File: config.mk
export PLATFORM = sky130hd
export DESIGN_NAME = card_pick_ctrl
export DESIGN_NICKNAME = d
export VERILOG_FILES = /design/src/rtl/card_pkg.sv /design/src/rtl/card_match_check.sv /design/src/rtl/card_pick_ctrl.sv
export SDC_FILE = /design/constraint.sdc
export NUM_CORES = 1
export LEC_CHECK = 0
export ABC_AREA = 0
export BUFFER_PORTS_ARGS = -buffer_cell sky130_fd_sc_hd__buf_2
export CAP_MARGIN = 20
export CORE_MARGIN = 2
export CORE_UTILIZATION = 62
export CTS_BUF_LIST = sky130_fd_sc_hd__clkbuf_4 sky130_fd_sc_hd__clkbuf_8
export DETAILED_ROUTE_END_ITERATION = 8
export HOLD_SLACK_MARGIN = 0.1
export PLACE_DENSITY = 0.9
export SYNTH_ARGS = -nofsm -noshare
export SYNTH_HDL_FRONTEND = slang
export SYNTH_SLANG_ARGS = --single-unit
export TNS_END_PERCENT = 30
File: constraint.sdc
create_clock -name clk -period 10.7 [get_ports clk]
set_clock_uncertainty 0.15 [all_clocks]
set_input_delay 1.605 -clock clk [delete_from_list [all_inputs] [get_ports clk]]
set_output_delay 1.605 -clock clk [all_outputs]
set_load 0.01 [all_outputs]
File: src/rtl/card_pkg.sv
// Shared types and constants for the card-cancel pick controller.
// The optional undo feature is enabled with CARD_PICK_UNDO_EN.
package card_pkg;

  localparam int NUM_SLOTS      = 8;
  localparam int SLOT_W         = 3;
  localparam int PICK0_LSB      = 0;
  localparam int PICK1_LSB      = SLOT_W;
  localparam int PICK2_LSB      = 2 * SLOT_W;
  localparam int CANCEL_SLOTS_W = 3 * SLOT_W;

  typedef enum logic [2:0] {
    PICK0,
    PICK1,
    PICK2,
    CHECK,
    ISSUE,
    WAIT
  } state_e;

  function automatic logic [NUM_SLOTS-1:0] slotMask(input logic [SLOT_W-1:0] slot);
    slotMask       = '0;
    slotMask[slot] = 1'b1;
  endfunction

  function automatic logic [3:0] countFree(input logic [NUM_SLOTS-1:0] removedMask);
    countFree = '0;
    for (int i = 0; i < NUM_SLOTS; i++) begin
      countFree = countFree + {3'b000, ~removedMask[i]};
    end
  endfunction

endpackage

File: src/rtl/card_match_check.sv
// Combinational match rule on three card codes: all equal or all pairwise different.
// Shared with the hint logic, so it carries no state.
module card_match_check #(
  parameter int CODE_W = 3
) (
  input  logic [CODE_W-1:0] code0_i,
  input  logic [CODE_W-1:0] code1_i,
  input  logic [CODE_W-1:0] code2_i,
  output logic              match_o
);

  logic allEqual;
  logic allDiff;

  assign allEqual = (code0_i == code1_i) && (code1_i == code2_i);
  assign allDiff  = (code0_i != code1_i) && (code1_i != code2_i) && (code0_i != code2_i);
  assign match_o  = allEqual || allDiff;

endmodule

File: src/rtl/card_pick_ctrl.sv
// Collects three distinct card picks, checks the match rule and issues a held cancel request.
// Defining CARD_PICK_UNDO_EN adds the undo input that steps back one pick.
module card_pick_ctrl
  import card_pkg::*;
#(
  parameter int CODE_W  = 3,
  parameter int SCORE_W = 4
) (
`ifdef CARD_PICK_UNDO_EN
  input  logic                        undo,
`endif
  input  logic                        clk,
  input  logic                        reset,
  input  logic                        pick_valid,
  input  logic [SLOT_W-1:0]           pick_slot,
  input  logic [NUM_SLOTS*CODE_W-1:0] card_codes,
  input  logic                        cancel_done,
  output logic                        pick_ready,
  output logic                        cancel_go,
  output logic [CANCEL_SLOTS_W-1:0]   cancel_slots,
  output logic                        mismatch,
  output logic [NUM_SLOTS-1:0]        removed,
  output logic [SCORE_W-1:0]          score,
  output logic                        game_over
);

  state_e                      state_q, state_d;
  logic [SLOT_W-1:0]           pick0_q, pick0_d;
  logic [SLOT_W-1:0]           pick1_q, pick1_d;
  logic [SLOT_W-1:0]           pick2_q, pick2_d;
  logic [CANCEL_SLOTS_W-1:0]   slots_q, slots_d;
  logic                        cancelGo_q, cancelGo_d;
  logic                        mismatch_q, mismatch_d;
  logic [NUM_SLOTS-1:0]        removed_q, removed_d;
  logic [SCORE_W-1:0]          score_q, score_d;

  logic                        isMatch;
  logic                        slotDistinct;
  logic                        pickAccept;
  logic                        undoReq;

  card_match_check #(.CODE_W(CODE_W)) uMatch (
    .code0_i (card_codes[pick0_q*CODE_W +: CODE_W]),
    .code1_i (card_codes[pick1_q*CODE_W +: CODE_W]),
    .code2_i (card_codes[pick2_q*CODE_W +: CODE_W]),
    .match_o (isMatch)
  );

  assign game_over  = countFree(removed_q) < 4'd3;
  assign pick_ready = ((state_q == PICK0) || (state_q == PICK1) || (state_q == PICK2)) && !game_over;

`ifdef CARD_PICK_UNDO_EN
  assign undoReq = undo && ((state_q == PICK1) || (state_q == PICK2));
`else
  assign undoReq = 1'b0;
`endif

  // A pick must name a live slot that is not already held in this triple.
  always_comb begin
    slotDistinct = 1'b1;
    case (state_q)
      PICK1:   slotDistinct = (pick_slot != pick0_q);
      PICK2:   slotDistinct = (pick_slot != pick0_q) && (pick_slot != pick1_q);
      default: slotDistinct = 1'b1;
    endcase
    pickAccept = pick_valid && pick_ready && !removed_q[pick_slot] && slotDistinct;
  end

  always_comb begin
    state_d    = state_q;
    pick0_d    = pick0_q;
    pick1_d    = pick1_q;
    pick2_d    = pick2_q;
    slots_d    = slots_q;
    cancelGo_d = 1'b0;
    mismatch_d = 1'b0;
    removed_d  = removed_q;
    score_d    = score_q;
    case (state_q)
      PICK0, PICK1, PICK2: begin
        if (undoReq) begin
          if (state_q == PICK1) begin
            pick0_d = '0;
            state_d = PICK0;
          end else begin
            pick1_d = '0;
            state_d = PICK1;
          end
        end else if (pickAccept) begin
          case (state_q)
            PICK0: begin
              pick0_d = pick_slot;
              state_d = PICK1;
            end
            PICK1: begin
              pick1_d = pick_slot;
              state_d = PICK2;
            end
            default: begin
              pick2_d = pick_slot;
              state_d = CHECK;
            end
          endcase
        end
      end
      CHECK: begin
        if (isMatch) begin
          cancelGo_d                         = 1'b1;
          slots_d[PICK0_LSB +: SLOT_W]       = pick0_q;
          slots_d[PICK1_LSB +: SLOT_W]       = pick1_q;
          slots_d[PICK2_LSB +: SLOT_W]       = pick2_q;
          state_d                            = ISSUE;
        end else begin
          mismatch_d = 1'b1;
          pick0_d    = '0;
          pick1_d    = '0;
          pick2_d    = '0;
          state_d    = PICK0;
        end
      end
      ISSUE: state_d = WAIT;
      WAIT: begin
        // Completion commits the triple; the slot outputs stay as the last request.
        if (cancel_done) begin
          removed_d = removed_q | slotMask(pick0_q) | slotMask(pick1_q) | slotMask(pick2_q);
          if (score_q != {SCORE_W{1'b1}}) begin
            score_d = score_q + 1'b1;
          end
          pick0_d = '0;
          pick1_d = '0;
          pick2_d = '0;
          state_d = PICK0;
        end
      end
      default: state_d = PICK0;
    endcase
  end

  always_ff @(posedge clk or posedge reset) begin
    if (reset) begin
      state_q    <= PICK0;
      pick0_q    <= '0;
      pick1_q    <= '0;
      pick2_q    <= '0;
      slots_q    <= '0;
      cancelGo_q <= 1'b0;
      mismatch_q <= 1'b0;
      removed_q  <= '0;
      score_q    <= '0;
    end else begin
      state_q    <= state_d;
      pick0_q    <= pick0_d;
      pick1_q    <= pick1_d;
      pick2_q    <= pick2_d;
      slots_q    <= slots_d;
      cancelGo_q <= cancelGo_d;
      mismatch_q <= mismatch_d;
      removed_q  <= removed_d;
      score_q    <= score_d;
    end
  end

  assign cancel_go    = cancelGo_q;
  assign cancel_slots = slots_q;
  assign mismatch     = mismatch_q;
  assign removed      = removed_q;
  assign score        = score_q;

endmodule

# Word-level counts from Yosys, hierarchy flattened
# Index checks and enable logic that the tools add are counted.
dict set report word_totals {
  ff_bits 35
  inputBits 31
  output_inout_bits 25
  wordCells 116
}
dict set report classes {
  add_sub_neg 8
  multipliers 3
  magnitude_cmp 8
  eq_ne 19
  shifts 3
  mux 28
  bitwise_logic 11
  reduce_logical 27
}
# cell count
set ops {}
lappend ops {{24-bit by 6-bit variable part select with 3-bit output} 3}
lappend ops {{3-bit two-way mux} 10}
lappend ops {{3-bit one-hot mux with 3 select lines} 3}
lappend ops {{8-bit bitwise OR} 3}
lappend ops {{4-bit by 1-bit adder with 4-bit output} 4}
lappend ops {{3-bit by 4-bit < comparator with 1-bit output, second input constant} 4}
lappend ops {{3-bit by 2-bit multiplier with 5-bit output, second input constant} 3}
lappend ops {{3-bit != test} 5}
lappend ops {{5-bit AND reduction} 3}
lappend ops {{2-bit != test, second input constant} 6}
lappend ops {{3-bit one-hot mux with 4 select lines} 1}
lappend ops {{1-bit logical AND} 11}
lappend ops {{1-bit demux with 3-bit select} 3}
lappend ops {{3-bit by 1-bit >= comparator with 1-bit output, second input constant} 3}
lappend ops {{1-bit two-way mux} 8}
lappend ops {{1-bit inverter} 8}
lappend ops {{3-bit by 2-bit equality test with 1-bit output, second input constant} 2}
lappend ops {{3-bit equality test} 2}
lappend ops {{3-bit equality test, second input constant} 2}
lappend ops {{2-bit AND reduction} 3}
lappend ops {{3-bit by 1-bit adder with 4-bit output} 1}
lappend ops {{4-bit by 1-bit adder with 4-bit output, second input constant} 1}
lappend ops {{4-bit by 2-bit < comparator with 1-bit output, second input constant} 1}
lappend ops {{4-bit != test, second input constant} 1}
lappend ops {{13 further kinds} 16}

# Logic depth before layout (Yosys ltp)
dict set report logic_depth {
  ltp_word 16
  mapped_depth 14
  depth_no_buf 14
}

# Hierarchy
# From an unflattened synthesis, not the netlist that was laid out.
dict set report unflattened {
  hier_cells 312
  area_unflattened_um2 2736.4
}
# mod instances cells_each area_per_inst_um2 seq_area_each_um2
set by_module_without_submodules {}
lappend by_module_without_submodules {card_pick_ctrl 1 289 2568.7 875.8}
lappend by_module_without_submodules {card_match_check 1 23 167.7 0.0}

# Least setup slack after synthesis
# OpenSTA, ideal clock, no wires.
dict set report synth_timing {
  path_kind {register -> output}
  from {reg removed_q[0] (netlist: removed[0])}
  to {out pick_ready}
  arrival_time_ps 3264
  required_ps 8945
  slack_ps 5681
  stages_incl_launch_ff 12
  n_path_buf 0
  path_cell_list {dfrtp_1 inv_1 fa_1 fa_1 fa_1 ha_1 inv_1 fa_1 nor2b_1 a21oi_1 nor2_1 a211oi_1}
}
dict set report synth_via {
  elab_chain_len 11
}
# element line
set synth_lines {}
lappend synth_lines {{from (decl)} card_pick_ctrl.sv:34} ;# logic [NUM_SLOTS-1:0] removed_q, removed_d;
lappend synth_lines {{from (signal assigned)} card_pick_ctrl.sv:158} ;# removed_q <= removed_d;
lappend synth_lines {{1-bit inverter} card_pkg.sv:29} ;# countFree = countFree + {3'b000, ~removedMask[i]};
lappend synth_lines {{1-bit by 1-bit adder with 2-bit output} card_pkg.sv:29}
lappend synth_lines {{2-bit by 1-bit adder with 3-bit output} card_pkg.sv:29}
lappend synth_lines {{3-bit by 1-bit adder with 4-bit output} card_pkg.sv:29}
lappend synth_lines {{4-bit by 1-bit adder with 4-bit output (4 in series)} card_pkg.sv:29}
lappend synth_lines {{4-bit by 2-bit < comparator with 1-bit output} card_pick_ctrl.sv:49} ;# assign game_over = countFree(removed_q) < 4'd3;
lappend synth_lines {{named net game_over} card_pick_ctrl.sv:24} ;# output logic game_over
lappend synth_lines {{1-bit logical NOT} card_pick_ctrl.sv:50} ;# assign pick_ready = ((state_q == PICK0) || (state_q == PICK1) || (state_q == PICK2)) && !game_over;
lappend synth_lines {{1-bit logical AND} card_pick_ctrl.sv:50}
lappend synth_lines {{to (decl)} card_pick_ctrl.sv:18} ;# output logic pick_ready,
# The timed path passes the listed nets, and every way through them passes these cells.

# Worst setup path after layout
dict set report layout_timing {
  from {reg removed_q[0] (netlist: removed[0])}
  to {out pick_ready}
}
dict set report layout_via {
  elab_chain_len 11
}
# element line
set layout_lines {}
lappend layout_lines {{1-bit inverter} card_pkg.sv:29}
lappend layout_lines {{1-bit by 1-bit adder with 2-bit output} card_pkg.sv:29}
lappend layout_lines {{2-bit by 1-bit adder with 3-bit output} card_pkg.sv:29}
lappend layout_lines {{3-bit by 1-bit adder with 4-bit output} card_pkg.sv:29}
lappend layout_lines {{4-bit by 1-bit adder with 4-bit output (4 in series)} card_pkg.sv:29}
lappend layout_lines {{4-bit by 2-bit < comparator with 1-bit output} card_pick_ctrl.sv:49}
lappend layout_lines {{1-bit logical NOT} card_pick_ctrl.sv:50}
lappend layout_lines {{1-bit logical AND} card_pick_ctrl.sv:50}
# No other way between the ends.

==> impl_results.md <==
* Status: complete, no violations
* FP Rows at 24
* Pin count of the biggest net entering global routing at 36
* Detailed-route wire length per cell at 18.16 um
* CTS tree: done
* Clk_lat worst skew at 290 ps
* Seq/Total Area, Yosys at 0.3143
* Post-synth top area cell: dfrtp_1
* DRT Pass-1 Iters at 4
* Post-synth EDFFs at 0
* Main flop type after synthesis: dfrtp_1
* Most frequent cell after synthesis: dfrtp_1
* # diodes at 0
* Synth area leaders: dfrtp_1, mux4_2, mux2_4, mux2_2, xnor2_1
* Final Setup Violations at 0
* HP Class: reg2reg
* Met1 Use GR at 0.3800
* # resized after CTS at 0
* GR met2 Demand/Resource at 0.4725
* Post-Syn Area per Cell at 10.48 sq um
* F_max at 185.0 MHz
* Post-Syn Area at 2786 sq um
* CTS H-tree lvls at 2
* Final HPWL DP at 4.731 mm
* Vias in the first global route at 2275
* Power Density at 214.3 nW/um^2
* GPL Wtd Cong at 0.8423
* Die span in y at 71.04 um
* Vias per cell at 6.303
* CORE AREA at 4354 sq um
* Syn Nets at 305
* Chip Width at 71.04 um
* CP max-delay cell: fa_1
* Final wirelength at 6.538 mm
* Final Cycle Share at 0.5053
* GRT Max-Usage Layer: met2
* Arr. time, crit path at 3650 ps
* Sink Count at 35
* Initial Utilization at 0.6399
* I/O Pins at 56
* Worst-path cell chain: inv_1 -> fa_1 -> fa_1 -> fa_1 -> ha_1 -> inv_1 -> fa_1 -> nor2b_1 -> a21oi_1 -> nor2_1 -> a211oi_1 -> buf_2
* Antenna violations before repair at 0
* Starting DRC count in detailed routing at 195
* Gr usage total at 0.2835
* Crit-path max FO at 3
* Min Hold Slack at 354.2 ps
* Vias at 2269
* Top cell by count, worst path: fa_1
* Total gr overflow at 0
* Synth cell types at 44
* LEAKAGE at 1.403 nW
* Post-CTS setup repair buffer count at 0
* Clock Path Buffers at 2
* Critical path type: reg2out
* Post-synth top cells: dfrtp_1, mux4_2, inv_1, nand2_1, nor2_1
* Crit start category: flop
* Final-report hold violation count at 0
* Final worst path period need at 5406 ps
* First-pass GRT wire length at 11.13 mm
* Async S/R FF share, synth at 1.000
* # nets final at 346
* CP Capture Type: primary output
* Critical Path Max Stage Delay at 560 ps
* Critical Path RT at 8950 ps
* CTS root buffer: clkbuf_8
* Hold buffers post-CTS at 0
* Worst vdd ir at 0.1114 mV
* Synth Warn # at 0
* Worst-path clk slew at 70 ps
* Port Buffers at 55
* Met3 Use GR at 0.05271
* Layout cells sized above 1 at 0.3344
* Final TNS setup at 0 ps
* DRT antenna net count at 0
* Gate count of the mapped netlist at 266
* Worst slew pin tran at 765.6 ps
* DRC viols at 0
* Die footprint at 5047 sq um
* RSZ-0062 raised after global routing: false
* Clock buffer count from CTS at 5
* Synthesized flop and latch total at 35
* Final slew viol count at 0
* Syn-to-layout area delta at 11.36%
* Share of the synthesized area in the top cell type at 0.3143
* Max cap viols at 0
* Worst relative slew slack at 0.4896
## cell usage in the layout, fill, tap and decap left out, types with 2 or more instances in the layout
| cell | count |
|---|---|
| a32oi_1 | 4 |
| clkbuf_4 | 2 |
| o211ai_1 | 3 |
| mux2_2 | 9 |
| a21oi_1 | 10 |
| nand2_1 | 15 |
| mux4_2 | 18 |
| nor2b_1 | 8 |
| nand3b_1 | 2 |
| mux2_4 | 8 |
| fa_1 | 4 |
| and2_1 | 4 |
| mux2i_1 | 8 |
| nor3_1 | 7 |
| buf_2 | 55 |
| dfrtp_1 | 35 |
| xnor2_1 | 11 |
| a221oi_2 | 2 |
| ha_1 | 4 |
| nor3b_1 | 7 |
| a31oi_1 | 3 |
| nand3_1 | 12 |
| nor2_1 | 14 |
| xor2_1 | 5 |
| nand2b_1 | 2 |
| mux2_1 | 3 |
| clkbuf_8 | 5 |
| inv_1 | 16 |
| o21ai_0 | 12 |
| a211oi_1 | 5 |
## kinds of logic (layout without fill, tap and decap cells)
logic type      after synthesis  after routing  synth area share
buf+inv                      39             81           0.06646
simple gates                 72             72            0.1311
xor+xnor                     16             16           0.05029
compound gates               49             49            0.1204
flops                        35             35            0.3143
mux                          47             47            0.2708
fa+ha+maj                     8              8           0.04670
## metal layers
layer | wire length, um | share of wire | up-vias
li1 | - | - | 1055
met1 | 2589 | 0.40 | 1113
met2 | 3387 | 0.52 | 86
met3 | 432 | 0.066 | 15
met4 | 129 | 0.020 | 0
met5 | 0 | 0 | -
## power by group
part	switching (mW)	leakage [nW]	internal, mW
logic	0.152	0.919	0.167
registers	0.0968	0.435	0.152
clock network	0.0468	0.0491	0.0507
## cell type report
cell class,count,area (sq um)
multi-input cells,192,1725
fillers,291,1251
flip-flops and latches,35,875.8
repair buffers,57,287.8
clock buffers,7,83.83
well taps,52,65.06
inverters,16,60.06
clock inverters,1,5.005
## final timing paths
check	start	to	slack, ps	cells past startpoint
min	cancel_slots[7]	cancel_slots[7]	350	1
min reg2reg	cancel_slots[7]	cancel_slots[7]	350	1
min in group asynchronous	reset	cancel_slots[1]	1250	3
max in group asynchronous	reset	state_q[2]	8830	3
max	removed[0]	pick_ready	5290	12
max reg2reg	removed[0]	pick1_q[0]	6260	15
## per-stage QoR
stage               worst slack (ps)  total power, mW  instance area, sq um  utilization  std cells
floorplan                       5681           0.5140                  2786            -        266
global placement                5754           0.5502                  3009       0.6911        351
detailed placement              5590           0.5631                  3009       0.6911        351
CTS                             5281           0.6638                  3098       0.7115        359
global route                    5058           0.7071                  3103       0.7126        360
finish                          5294           0.6650                  3103       0.7126        360
## flip-flops by register name, summed over array words and instances (netlist names)
signal and cells:
state_q 3, pick1_q 3, mismatch 1, pick2_q 3, pick0_q 3, score 4, removed 8, cancel_go 1
cancel_slots 9
## worst max-delay path, delay by kind of cell, from the launching register on
kind            cells  cell delay (ps)
flops               1              350
simple gates        2              240
buf+inv             3              300
compound gates      2              390
fa+ha+maj           5             2090
Power figures use the tool's default switching activity.
